<file path="src/rtl/data_mem_arbiter.sv">
// data_mem_arbiter: round-robin requester-side controller for a shared
// single-port data memory with a 1-cycle registered read.
// Each transaction runs IDLE -> ISSUE -> RESP, and only one is in flight at a time.
// Optional feature macro: ARB_TXN_COUNT_EN adds the txn_count[15:0] output,
// which counts completed (RESP) cycles and wraps at 16 bits.
module data_mem_arbiter #(
    parameter int CORE_COUNT    = 4,
    parameter int data_width    = 12,
    parameter int address_width = 12
) (
    input  logic                                clock,
    input  logic                                rstN,
    input  logic [CORE_COUNT-1:0]               core_req,
    input  logic [CORE_COUNT-1:0]               core_wr,
    input  logic [CORE_COUNT*address_width-1:0] core_addr,
    input  logic [CORE_COUNT*data_width-1:0]    core_wdata,
    output logic [CORE_COUNT-1:0]               core_ack,
    output logic [data_width-1:0]               core_rdata,
    output logic                                mem_wren,
    output logic [address_width-1:0]            mem_address,
    output logic [data_width-1:0]               mem_data,
    input  logic [data_width-1:0]               mem_q,
    output logic                                busy
`ifdef ARB_TXN_COUNT_EN
    ,
    output logic [15:0]                         txn_count
`endif
);

    localparam int unsigned N     = CORE_COUNT;
    localparam int          IDX_W = $clog2(CORE_COUNT);
    localparam logic [CORE_COUNT-1:0] ONE_HOT0 = CORE_COUNT'(1);

    typedef enum logic [1:0] {
        IDLE  = 2'd0,
        ISSUE = 2'd1,
        RESP  = 2'd2
    } state_t;

    state_t                   state;
    logic [IDX_W-1:0]         grant;
    logic [IDX_W-1:0]         last_grant;

    logic                     found;
    logic [IDX_W-1:0]         next_grant;
    logic                     next_wr;
    logic [address_width-1:0] next_addr;
    logic [data_width-1:0]    next_wdata;

    // Read data comes straight from the memory's registered output.
    assign core_rdata = mem_q;

    // Round-robin pick: cores after last_grant first, then wrap to the cores at or below it.
    always_comb begin
        found      = 1'b0;
        next_grant = '0;
        next_wr    = 1'b0;
        next_addr  = '0;
        next_wdata = '0;
        for (int unsigned i = 0; i < N; i++) begin
            if (!found && core_req[i] && (i > 32'(last_grant))) begin
                found      = 1'b1;
                next_grant = IDX_W'(i);
                next_wr    = core_wr[i];
                next_addr  = core_addr[i*address_width +: address_width];
                next_wdata = core_wdata[i*data_width +: data_width];
            end
        end
        for (int unsigned i = 0; i < N; i++) begin
            if (!found && core_req[i] && (i <= 32'(last_grant))) begin
                found      = 1'b1;
                next_grant = IDX_W'(i);
                next_wr    = core_wr[i];
                next_addr  = core_addr[i*address_width +: address_width];
                next_wdata = core_wdata[i*data_width +: data_width];
            end
        end
    end

    // Transaction FSM with registered memory-side and core-side outputs.
    always_ff @(posedge clock or negedge rstN) begin
        if (!rstN) begin
            state       <= IDLE;
            grant       <= '0;
            last_grant  <= IDX_W'(CORE_COUNT - 1);
            mem_wren    <= 1'b0;
            mem_address <= '0;
            mem_data    <= '0;
            core_ack    <= '0;
            busy        <= 1'b0;
        end else begin
            case (state)
                IDLE: begin
                    core_ack <= '0;
                    if (found) begin
                        mem_wren    <= next_wr;
                        mem_address <= next_addr;
                        mem_data    <= next_wdata;
                        grant       <= next_grant;
                        busy        <= 1'b1;
                        state       <= ISSUE;
                    end else begin
                        mem_wren <= 1'b0;
                    end
                end
                ISSUE: begin
                    mem_wren <= 1'b0;
                    core_ack <= ONE_HOT0 << grant;
                    state    <= RESP;
                end
                RESP: begin
                    core_ack   <= '0;
                    busy       <= 1'b0;
                    last_grant <= grant;
                    state      <= IDLE;
                end
                default: begin
                    mem_wren <= 1'b0;
                    core_ack <= '0;
                    busy     <= 1'b0;
                    state    <= IDLE;
                end
            endcase
        end
    end

`ifdef ARB_TXN_COUNT_EN
    // Completed-transaction counter, stepped once per RESP cycle and free-wrapping.
    always_ff @(posedge clock or negedge rstN) begin
        if (!rstN) begin
            txn_count <= '0;
        end else if (state == RESP) begin
            txn_count <= txn_count + 16'd1;
        end
    end
`endif

endmodule

</file>
<file path="config.mk">
export PLATFORM = sky130hd
export DESIGN_NAME = data_mem_arbiter
export DESIGN_NICKNAME = d
export VERILOG_FILES = /design/src/rtl/data_mem_arbiter.sv
export SDC_FILE = /design/constraint.sdc
export NUM_CORES = 1
export LEC_CHECK = 0
export ABC_CLOCK_PERIOD_IN_PS = 4100
export CAP_MARGIN = 5
export CORE_MARGIN = 2
export CORE_UTILIZATION = 40
export DETAILED_ROUTE_END_ITERATION = 8
export PLACE_DENSITY = 0.82
export SETUP_SLACK_MARGIN = 0.02
export SLEW_MARGIN = 30
export SYNTH_ARGS = -nofsm -noshare
export SYNTH_HDL_FRONTEND = slang
export SYNTH_SLANG_ARGS = --single-unit
</file>
<file path="constraint.sdc">
create_clock -name clock -period 4.1 [get_ports clock]
set_clock_uncertainty 0.15 [all_clocks]
set_input_delay 0.82 -clock clock [delete_from_list [all_inputs] [get_ports clock]]
set_output_delay 0.82 -clock clock [all_outputs]
set_load 0.01 [all_outputs]
</file>
=== Word level (Yosys, flattened, before mapping) ===
Cells that the tools add are included.

* Memory bits (read-only): 0
* Logic and storage cells: 82
* Output and inout port bits: 42
* Flip-flop bits (word level): 36
* Bits of input ports: 118
* Bits in writable memories: 0
* Bits in latches: 0
* Memories: 0

* Muxes and demuxes: 42
* Div/mod/pow operators: 0
* Multiply operators: 0
* Shifts and indexed selects: 1
* $lt $le $gt $ge: 6
* Add/sub/neg operators: 0
* Reduce and logical (&&, ||, !) cells: 21
* Eq/ne operators: 3
* Bitwise operators: 1

{| class="wikitable"
|+ Operators with widths
! cell !! count
|-
| two-way mux 12 bit || 14
|-
| two-way mux 1 bit || 17
|-
| two-way mux 2 bit || 7
|-
| logical AND 1 bit || 12
|-
| zero test 1 bit || 6
|-
| greater-than comparator 2 bit (first input constant) || 2
|-
| <= comparator 2 bit (first input constant) || 2
|-
| two-way mux 4 bit || 1
|-
| case mux 1 bit (2 select lines) || 2
|-
| case mux 2 bit (2 select lines) || 1
|-
| AND reduction 2 bit || 2
|-
| left shift 1 x 2 -> 4 bit (first input constant) || 1
|-
| equality test 2 x 1 -> 1 bit (second input constant) || 1
|-
| equality test 2 bit (second input constant) || 1
|-
| greater-than comparator 1 x 2 -> 1 bit (first input constant) || 1
|-
| <= comparator 1 x 2 -> 1 bit (first input constant) || 1
|-
| zero test 2 bit || 1
|-
| inequality test 2 bit (second input constant) || 1
|-
| inverter 1 bit || 1
|}

=== Depth between registers and ports, before layout ===
* Depth in word-level cells: 28
* Gate-level depth with buffers: 8
* Depth with buffers taken out: 6

=== Worst setup path after synthesis ===
OpenSTA, ideal clock, no wires.

* Kind: input to register
* From: input port core_req[2]
* To: register mem_address[5]
* Stages: 6
* Required time: 3.856 ns
* Buffers on the path: 2
* Setup time: 0.094 ns
* Arrival time: 2.200 ns
* Setup slack: 1.656 ns
* Path through: buf_6 -> or3b_4 -> a311oi_4 -> buf_6 -> a221oi_1 -> a221oi_2

* Word-level cells in the longest chain between the ends: 23
* Elaborated cells on any way between the ends: 29
* Classes of those cells: mux (12); reduce/logical (17)

{| class="wikitable"
|+ RTL lines
! element !! RTL line !! source
|-
| start, declared || 13 || <nowiki>input logic [CORE_COUNT-1:0] core_req,</nowiki>
|-
| logical AND 1 bit (2 in a row) || 61 || <nowiki>if (!found && core_req[i] && (i > 32'(last_grant))) begin</nowiki>
|-
| two-way mux 1 bit || 61 ||
|-
| zero test 1 bit || 61 ||
|-
| logical AND 1 bit (2 in a row) || 61 ||
|-
| two-way mux 1 bit || 61 ||
|-
| zero test 1 bit || 70 || <nowiki>if (!found && core_req[i] && (i <= 32'(last_grant))) begin</nowiki>
|-
| logical AND 1 bit || 70 ||
|-
| two-way mux 1 bit || 70 ||
|-
| [... 3 more ...] || n/a ||
|-
| two-way mux 1 bit || 70 ||
|-
| zero test 1 bit || 70 ||
|-
| logical AND 1 bit (2 in a row) || 70 ||
|-
| two-way mux 1 bit || 70 ||
|-
| zero test 1 bit || 70 ||
|-
| logical AND 1 bit (2 in a row) || 70 ||
|-
| two-way mux 1 bit || 70 ||
|-
| AND reduction 2 bit (no line) || n/a ||
|-
| end signal, assigned || 97 || <nowiki>mem_address <= next_addr;</nowiki>
|-
| end, declared || 20 || <nowiki>output logic [address_width-1:0] mem_address,</nowiki>
|}

Parallel ways exist; a longest one is shown, timed or not.
A chain may end at the register's enable or synchronous reset.

=== Worst setup path in the final report ===
* From: input port core_req[2]
* To: register mem_data[10]

* Word-level cells in the longest chain between the ends: 23
* Elaborated cells on any way between the ends: 29
* Classes of those cells: mux (12); reduce/logical (17)

{| class="wikitable"
|+ RTL lines
! element !! RTL line !! source
|-
| logical AND 1 bit (2 in a row) || 61 ||
|-
| two-way mux 1 bit || 61 ||
|-
| zero test 1 bit || 61 ||
|-
| logical AND 1 bit (2 in a row) || 61 ||
|-
| two-way mux 1 bit || 61 ||
|-
| zero test 1 bit || 70 ||
|-
| logical AND 1 bit || 70 ||
|-
| two-way mux 1 bit || 70 ||
|-
| [... 3 more ...] || n/a ||
|-
| two-way mux 1 bit || 70 ||
|-
| zero test 1 bit || 70 ||
|-
| logical AND 1 bit (2 in a row) || 70 ||
|-
| two-way mux 1 bit || 70 ||
|-
| zero test 1 bit || 70 ||
|-
| logical AND 1 bit (2 in a row) || 70 ||
|-
| two-way mux 1 bit || 70 ||
|-
| AND reduction 2 bit (no line) || n/a ||
|-
| end signal, assigned || 98 || <nowiki>mem_data <= next_wdata;</nowiki>
|-
| end, declared || 21 || <nowiki>output logic [data_width-1:0] mem_data,</nowiki>
|}

Parallel ways exist; a longest one is shown, timed or not.

==> impl_metrics.ini <==
[finish]
fill_cells = 638
final-seq-area_um2 = 903.4
antenna_cells = 0
syn_to_final_growth_pct = 48.56
multiInputGateArea_um2 = 1762
drive_gt1_frac = 0.07479
finalNetCount = 585

[placed_design]
dp_hpwl_um = 7448
dp_slack_ns = 0.5380
place_congestion = 0.8753
numPortBuffers = 135

[synthesis]
synthCells = 361
synth_ff_type = dfrtp_1
synth_enable_flop_cells = 0
synth_nets = 479
syn_area_per_cell_um2 = 8.086
ys_warn_count = 0
yosysSeqAreaShare = 0.3095
async_reset_ff_frac = 1.000
netlist_area_um2 = 2919
yosysUniqueCellTypes = 42
ys_ff_latch = 36

[drt]
drt-total-wl_um = 11040
drt-pass1-iter-count = 5
antenna_left = 0
drt_iter0_markers = 361
route.detailed.drc = 0
viasPerCell = 6.365
num_vias = 3609
wl_per_cell_um = 19.47

[timing]
slew_headroom = 0.3818
layout_setup_ws_ns = 0.7278
whs_ns = 0.3608
maxSlewViolCount = 0
timing.final.crit_share = 0.8225
fmax_mhz = 296.5
min_period_ns = 3.372
hold_viol_final = 0
rsz0062_at_grt = false
tightest_slew_ns = 0.9273
tns_ns = 0
setup-violations-final = 0

[setup_path]
worstPathCellList = clkdlybuf4s50_1 -> buf_4 -> nor2_1 -> o21a_1 -> and2_1 -> o31ai_1 -> a221oi_2
cpLargestDelayFamily = simple AND/OR/NAND/NOR gates
crit_type = input port to flop
cp.required_ns = 4.15
cp-start-kind = input port
arrival_ns = 3.42
cp_slowest_cell = and2_1
crit_fanout = 29
end_kind = flop
critPathMaxStageDelay_ns = 0.80
worst-path-buf-inv = 2

[power]
p_total_mw = 2.466
p_leak_nw = 1.790
power_density_nw_per_um2 = 568.7
irDropWorstVdd_mv = 0.3093

[clocking]
cts_hold_buffers = 0
tritoncts = done
numClockSinks = 36
postCtsResizedCells = 0
h-tree-depth = 2
clkLatencyLatePin_ns = 0.29
clk_pin_slew_ns = 0.07
clockBufferDepth = 2
cts_setup_buffers = 0
cts_root_buf = clkbuf_8
cts_buffers = 5

[global_routing]
grt_pass1_vias = 3609
grt_usage = 0.2718
grt_max_degree = 37
grt_pass1_wl_um = 17070
grt.overflow.total = 0
antenna_found_initial = 0

[floorplanning]
die_x_um = 89.43
initial_utilization = 0.4068
io_pins = 160
die_h_um = 89.43
core_um2 = 7176
die-area_um2 = 7997
rows = 31

[min_path]
hp-class = flop to flop

[job]
cap_violations = 0

[outcome]
status = finished clean
==> path summary, 6_finish.rpt <==
path / depth (start not counted) / endpoint / slack [ns] / startpoint
min reg2reg: 2 / mem_data[6]$_DFFE_PN0P_ / 0.36 / mem_data[6]$_DFFE_PN0P_
min: 2 / mem_data[6]$_DFFE_PN0P_ / 0.36 / mem_data[6]$_DFFE_PN0P_
min in group asynchronous: 1 / busy$_DFFE_PN0P_ / 0.46 / rstN
max in group asynchronous: 1 / mem_address[0]$_DFFE_PN0P_ / 2.83 / rstN
max: 7 / mem_data[10]$_DFFE_PN0P_ / 0.73 / core_req[2]
max reg2reg: 5 / mem_data[10]$_DFFE_PN0P_ / 0.98 / last_grant[1]$_DFFE_PN1N_
==> routing by layer <==
| metal | vias up | GRT usage | part of all wire |
|---|---|---|---|
| li1 | 1596 | - | - |
| met1 | 1716 | 0.3259 | 0.38 |
| met2 | 266 | 0.4586 | 0.48 |
| met3 | 31 | 0.06648 | 0.11 |
| met4 | 0 | 0.1248 | 0.021 |
| met5 | - | 0 | 0 |
==> Yosys cell counts, types with 2 or more instances <==
library cell,count,area (µm²)
a221oi_2,5,75.07
o22ai_1,5,31.28
a21o_1,20,150.1
o221ai_1,19,166.4
inv_1,4,15.01
clkbuf_1,20,75.07
dfstp_2,2,52.55
a2111oi_0,21,183.9
nand3b_1,6,45.04
buf_6,3,33.78
nor2_1,12,45.04
mux2_2,2,22.52
a221oi_1,6,52.55
nand2_1,33,123.9
a21oi_1,46,230.2
buf_4,12,90.09
o31ai_1,6,45.04
buf_2,8,40.04
and3_1,20,125.1
nand3_1,25,125.1
nor2b_1,3,18.77
buf_1,3,11.26
o21ai_1,20,100.1
nand2b_1,3,18.77
nor3b_1,7,52.55
dfrtp_1,34,850.8
==> power breakdown <==
group	total, mW	switching, mW	internal [mW]
clock network	0.315	0.135	0.181
logic	1.44	0.755	0.686
registers	0.711	0.178	0.532
total	2.47	1.07	1.40
==> per-stage QoR <==
stage | cells | utilization | instance area (µm²)
after floorplan | 361 | - | 2919
after global placement | 559 | 0.5894 | 4229
after detailed placement | 559 | 0.5894 | 4229
after CTS | 567 | 0.6044 | 4337
after global routing | 567 | 0.6044 | 4337
final | 567 | 0.6044 | 4337
==> worst min-delay path: stages (launching register included) <==
cell and delay (ns):
dfrtp_1 0.35, a21oi_1 0.06, o21ai_1 0.06
==> kinds of logic after synthesis <==
| kind of cell | after synthesis | share of synthesized area |
|---|---|---|
| compound gates | 156 | 0.3828 |
| flops | 36 | 0.3095 |
| buf+inv | 51 | 0.09215 |
| mux | 2 | 0.007715 |
| simple gates | 116 | 0.2079 |
==> sequential cells by signal, indices dropped and copies added, names as in the netlist <==
register / cells
grant: 2
mem_wren: 1
last_grant: 2
mem_data: 12
mem_address: 12
state: 2
busy: 1
core_ack: 4
==> cells in the final DEF (no fill, tap or decap), types with 5 or more instances in the layout <==
cell type / synthesis / routed
a21o_1: 20 / 20
a2111oi_0: 21 / 20
o221ai_1: 19 / 19
nor3b_1: 7 / 7
clkdlybuf4s50_1: 0 / 134
nand3b_1: 6 / 6
o21ai_1: 20 / 20
dfrtp_1: 34 / 34
a21oi_1: 46 / 46
nor2_1: 12 / 12
a221oi_2: 5 / 5
and3_1: 20 / 20
nand3_1: 25 / 25
o31ai_1: 6 / 6
nand2_1: 33 / 33
a221oi_1: 6 / 6
o22ai_1: 5 / 5
buf_4: 12 / 10
clkbuf_8: 0 / 5
==> layout make-up <==
type | count | share of cell area
timing repair buffer | 145 | 0.3278
tap | 99 | 0.02856
clock inverter | 2 | 0.008078
clock buffer | 6 | 0.01673
multi-input combinational | 274 | 0.4062
sequential | 36 | 0.2083
inverter | 5 | 0.004328
No activity file was read; power rests on OpenSTA's default activity.
==> RTL edit 1 (same settings) <==
Set the parameter `data_width` to 8 (it was 12).
--- a/src/rtl/data_mem_arbiter.sv
+++ b/src/rtl/data_mem_arbiter.sv
@@ -5,7 +5,7 @@
 // which counts completed (RESP) cycles and wraps at 16 bits.
 module data_mem_arbiter #(
     parameter int CORE_COUNT    = 4,
-    parameter int data_width    = 12,
+    parameter int data_width    = 8,
     parameter int address_width = 12
 ) (
     input  logic                                clock,
Ports: changed (resized core_rdata, core_wdata, mem_data and mem_q); port bits go from 160 to 132. No check against the original RTL was run, so the function may have changed too.
==> RTL edit 1 against the unedited design <==
Total power is 8.1% lower; routed wire length is 13% lower; die area shrank 8.2%; clock power is 21% lower; combinational power fell by 6%; setup slack better by 0.28 ns; area after synthesis fell by 8.5%; design area shrank 11%; critical path depth up 1; sequential cell count fell by 4; largest power group unchanged; largest cell class unchanged.
==> RTL edit 1: results <==
[yosys]
synthMuxAreaShare_pct = 0.843
synth.avg_cell_area_sq_um = 8.29
ys_seq_area_share_pct = 30.1
synth_nets = 420
yosys-top-cells-count = dfrtp_1 (30), nand2_1 (30), nand3_1 (25)
synth_compound_area_share_pct = 36.5
synth_cell_types = 47
ys_top_cells_by_area = dfrtp_1 (28%), a221oi_1 (7.9%), nand3_1 (4.7%)

[place]
port_buffers = 115
hpwlAfterDp_um = 6690
dpl-instance-area_sq_um = 3760

[route]
vias_per_cell = 6.58
drt_iter0_markers = 602
wl_met3_um = 971
wl_met2_um = 4610
post_drt_wl_per_cell_um = 19.5

[sta]
worst_slew_pin_slew_ns = 0.947
hold_ws_ns = 0.377

[critical_path]
r2r-end = mem_address[8]$_DFFE_PN0P_
worst_path_max_delay_cell = clkdlybuf4s50_1
ff2ff_path_depth = 6
crit_fanout = 28

[grt]
grt_usage_pct = 26.2
gr-usage-met3_pct = 4.23
grt_first_pass_wirelength_um = 15500

[outcome]
status = finished clean

[cells_and_area]
reg_top3 = mem_address x12, mem_data x8, core_ack x4
final_cells = 493
nets = 513

[worst_hold_path]
min_to = core_ack[1]$_DFF_PN0_
-- RTL edit 1: changes by cell type in the layout (fill, tap and decap cells not counted), moves of 15 or more --
| cell | delta |
|---|---|
| clkdlybuf4s50_1 | -19 |
| a21oi_1 | -31 |
| o22ai_1 | +15 |
| o221ai_1 | -19 |
| o21ai_1 | -20 |
| a2111oi_0 | -20 |
| a221oi_1 | +18 |
-- RTL edit 1: layout make-up --
class / instances / area [sq um]
Clock buffer: 5 / 68.8
Clock inverter: 3 / 18.8
Fill cell: 543 / 2530
Inverter: 4 / 15.0
Multi-Input combinational cell: 247 / 1620
Sequential cell: 32 / 803
Tap cell: 77 / 96.3
Timing Repair Buffer: 125 / 1230
-- RTL edit 1: where the power goes --
group          switching (mW)  total, mW  internal, mW
logic                   0.672       1.35         0.679
registers               0.188      0.667         0.479
clock network           0.130      0.249         0.118
total                   0.991       2.27          1.28
==> RTL edit 2 (same flow settings) <==
Made on the original files. Re-encode `state_t` (3 states) as one-hot, 3 bits wide.
--- a/src/rtl/data_mem_arbiter.sv
+++ b/src/rtl/data_mem_arbiter.sv
@@ -31,10 +31,10 @@
     localparam int          IDX_W = $clog2(CORE_COUNT);
     localparam logic [CORE_COUNT-1:0] ONE_HOT0 = CORE_COUNT'(1);
 
-    typedef enum logic [1:0] {
-        IDLE  = 2'd0,
-        ISSUE = 2'd1,
-        RESP  = 2'd2
+    typedef enum logic [2:0] {
+        IDLE  = 3'b001,
+        ISSUE = 3'b010,
+        RESP  = 3'b100
     } state_t;
 
     state_t                   state;
Function: no difference found for any inputs over 10 cycles, from zero or initial values and one cycle with rstN low; not proved beyond that.
==> RTL edit 2 against the unedited design <==
Combinational power is essentially flat; sequential share of layout area grew 1.0 points; sequential cell count rose by 1; maximum frequency is 1.3% lower; setup slack worse by 0.046 ns; design area decreased by 1.8%; area after synthesis down 1.5%; synthesized cell count is 5.0% lower; non-clock buffer count is 2 lower; critical path depth did not move; total power is 2.0% higher; routed wire length down 5.4%; count of clock-buffer cells in the layout down 1; critical path type unchanged; largest cell class unchanged; largest power group unchanged.
==> RTL edit 2: results <==
[place]
gp_congestion = 0.857
hpwlAfterDp_um = 7360

[yosys]
synth_nets = 461
synth_compound_area_share_pct = 36.8
ys_seq_area_share_pct = 32.3
synthMuxAreaShare_pct = 0.391

[worst_hold_path]
min_from = state[2]$_DFFE_PN0P_
min_path_cells = 1
min_to = busy$_DFFE_PN0P_

[critical_path]
arrival_ns = 3.44
r2r_setup_slack_ns = 1.16
ff2ff_path_depth = 4

[outcome]
status = finished clean

[grt]
grt_max_degree = 39
grt_first_pass_wirelength_um = 16100
grt_usage_pct = 26.0
grt_pass1_vias = 3431

[cells_and_area]
nets = 566
fillCellCount = 627
final_core_util_pct = 62.0
drive_above_1_share_pct = 8.69

[sta]
max-slew-margin-rel_pct = 40.6
hold_ws_ns = 0.332

[route]
vias_per_cell = 6.43
drt_pre_antenna_iters = 6
==> RTL edit 2: critical path, stage by stage <==
cell	delay (ns)
clkdlybuf4s50_1	0.89
or4_4	0.26
nand3_4	0.28
inv_2	0.41
nand2_2	0.33
a221oi_1	0.32
a21oi_1	0.11
==> RTL edit 2: power breakdown <==
| group | internal [mW] | total, mW | switching, mW |
|---|---|---|---|
| Combinational | 0.705 | 1.44 | 0.734 |
| Sequential | 0.551 | 0.743 | 0.192 |
| Clock | 0.182 | 0.333 | 0.151 |
| Total | 1.44 | 2.51 | 1.08 |
==> RTL edit 2: worst max-delay path by stage <==
| stage | to | slack [ns] | depth (start not counted) |
|---|---|---|---|
| after floorplan | mem_data[10]$_DFFE_PN0P_ | 1.76 | 8 |
| after global placement | mem_data[4]$_DFFE_PN0P_ | 0.51 | 7 |
| after detailed placement | mem_data[4]$_DFFE_PN0P_ | 0.41 | 7 |
| after CTS | mem_data[4]$_DFFE_PN0P_ | 0.71 | 7 |
| after global routing | mem_data[10]$_DFFE_PN0P_ | 0.53 | 7 |
| final | mem_data[4]$_DFFE_PN0P_ | 0.68 | 7 |
==> RTL edit 2: layout make-up <==
type / instances / share of cell area, %
Multi-Input combinational cell: 256 / 39.2
Timing Repair Buffer: 143 / 33.0
Sequential cell: 37 / 21.8
Tap cell: 96 / 2.82
Clock buffer: 5 / 1.62
Clock inverter: 3 / 1.09
Inverter: 5 / 0.441
==> RTL edit 2: kinds of logic after synthesis <==
kind of cell    after synthesis
flops                        37
mux                           1
compound gates              140
simple gates                115
buf+inv                      50
==> RTL edit 2: stage by stage <==
step                setup slack [ns]  std cells  power [mW]
floorplan                       1.76        343        1.63
global placement               0.513        537        2.12
finish                         0.682        545        2.51
detailed placement             0.407        537        2.17
global route                   0.532        545        2.67
CTS                            0.708        545        2.51
==> RTL edit 2: metal layers <==
metal  part of all wire (%)  track usage, %  routed length, um  vias to the layer above
met5                      0               0                  0                        -
li1                       -               -                  -                     1532
met3                     10            5.41               1060                       40
met4                    2.7            10.2                279                        0
met2                     49            42.6               5080                      273
met1                     39            33.6               4030                     1657
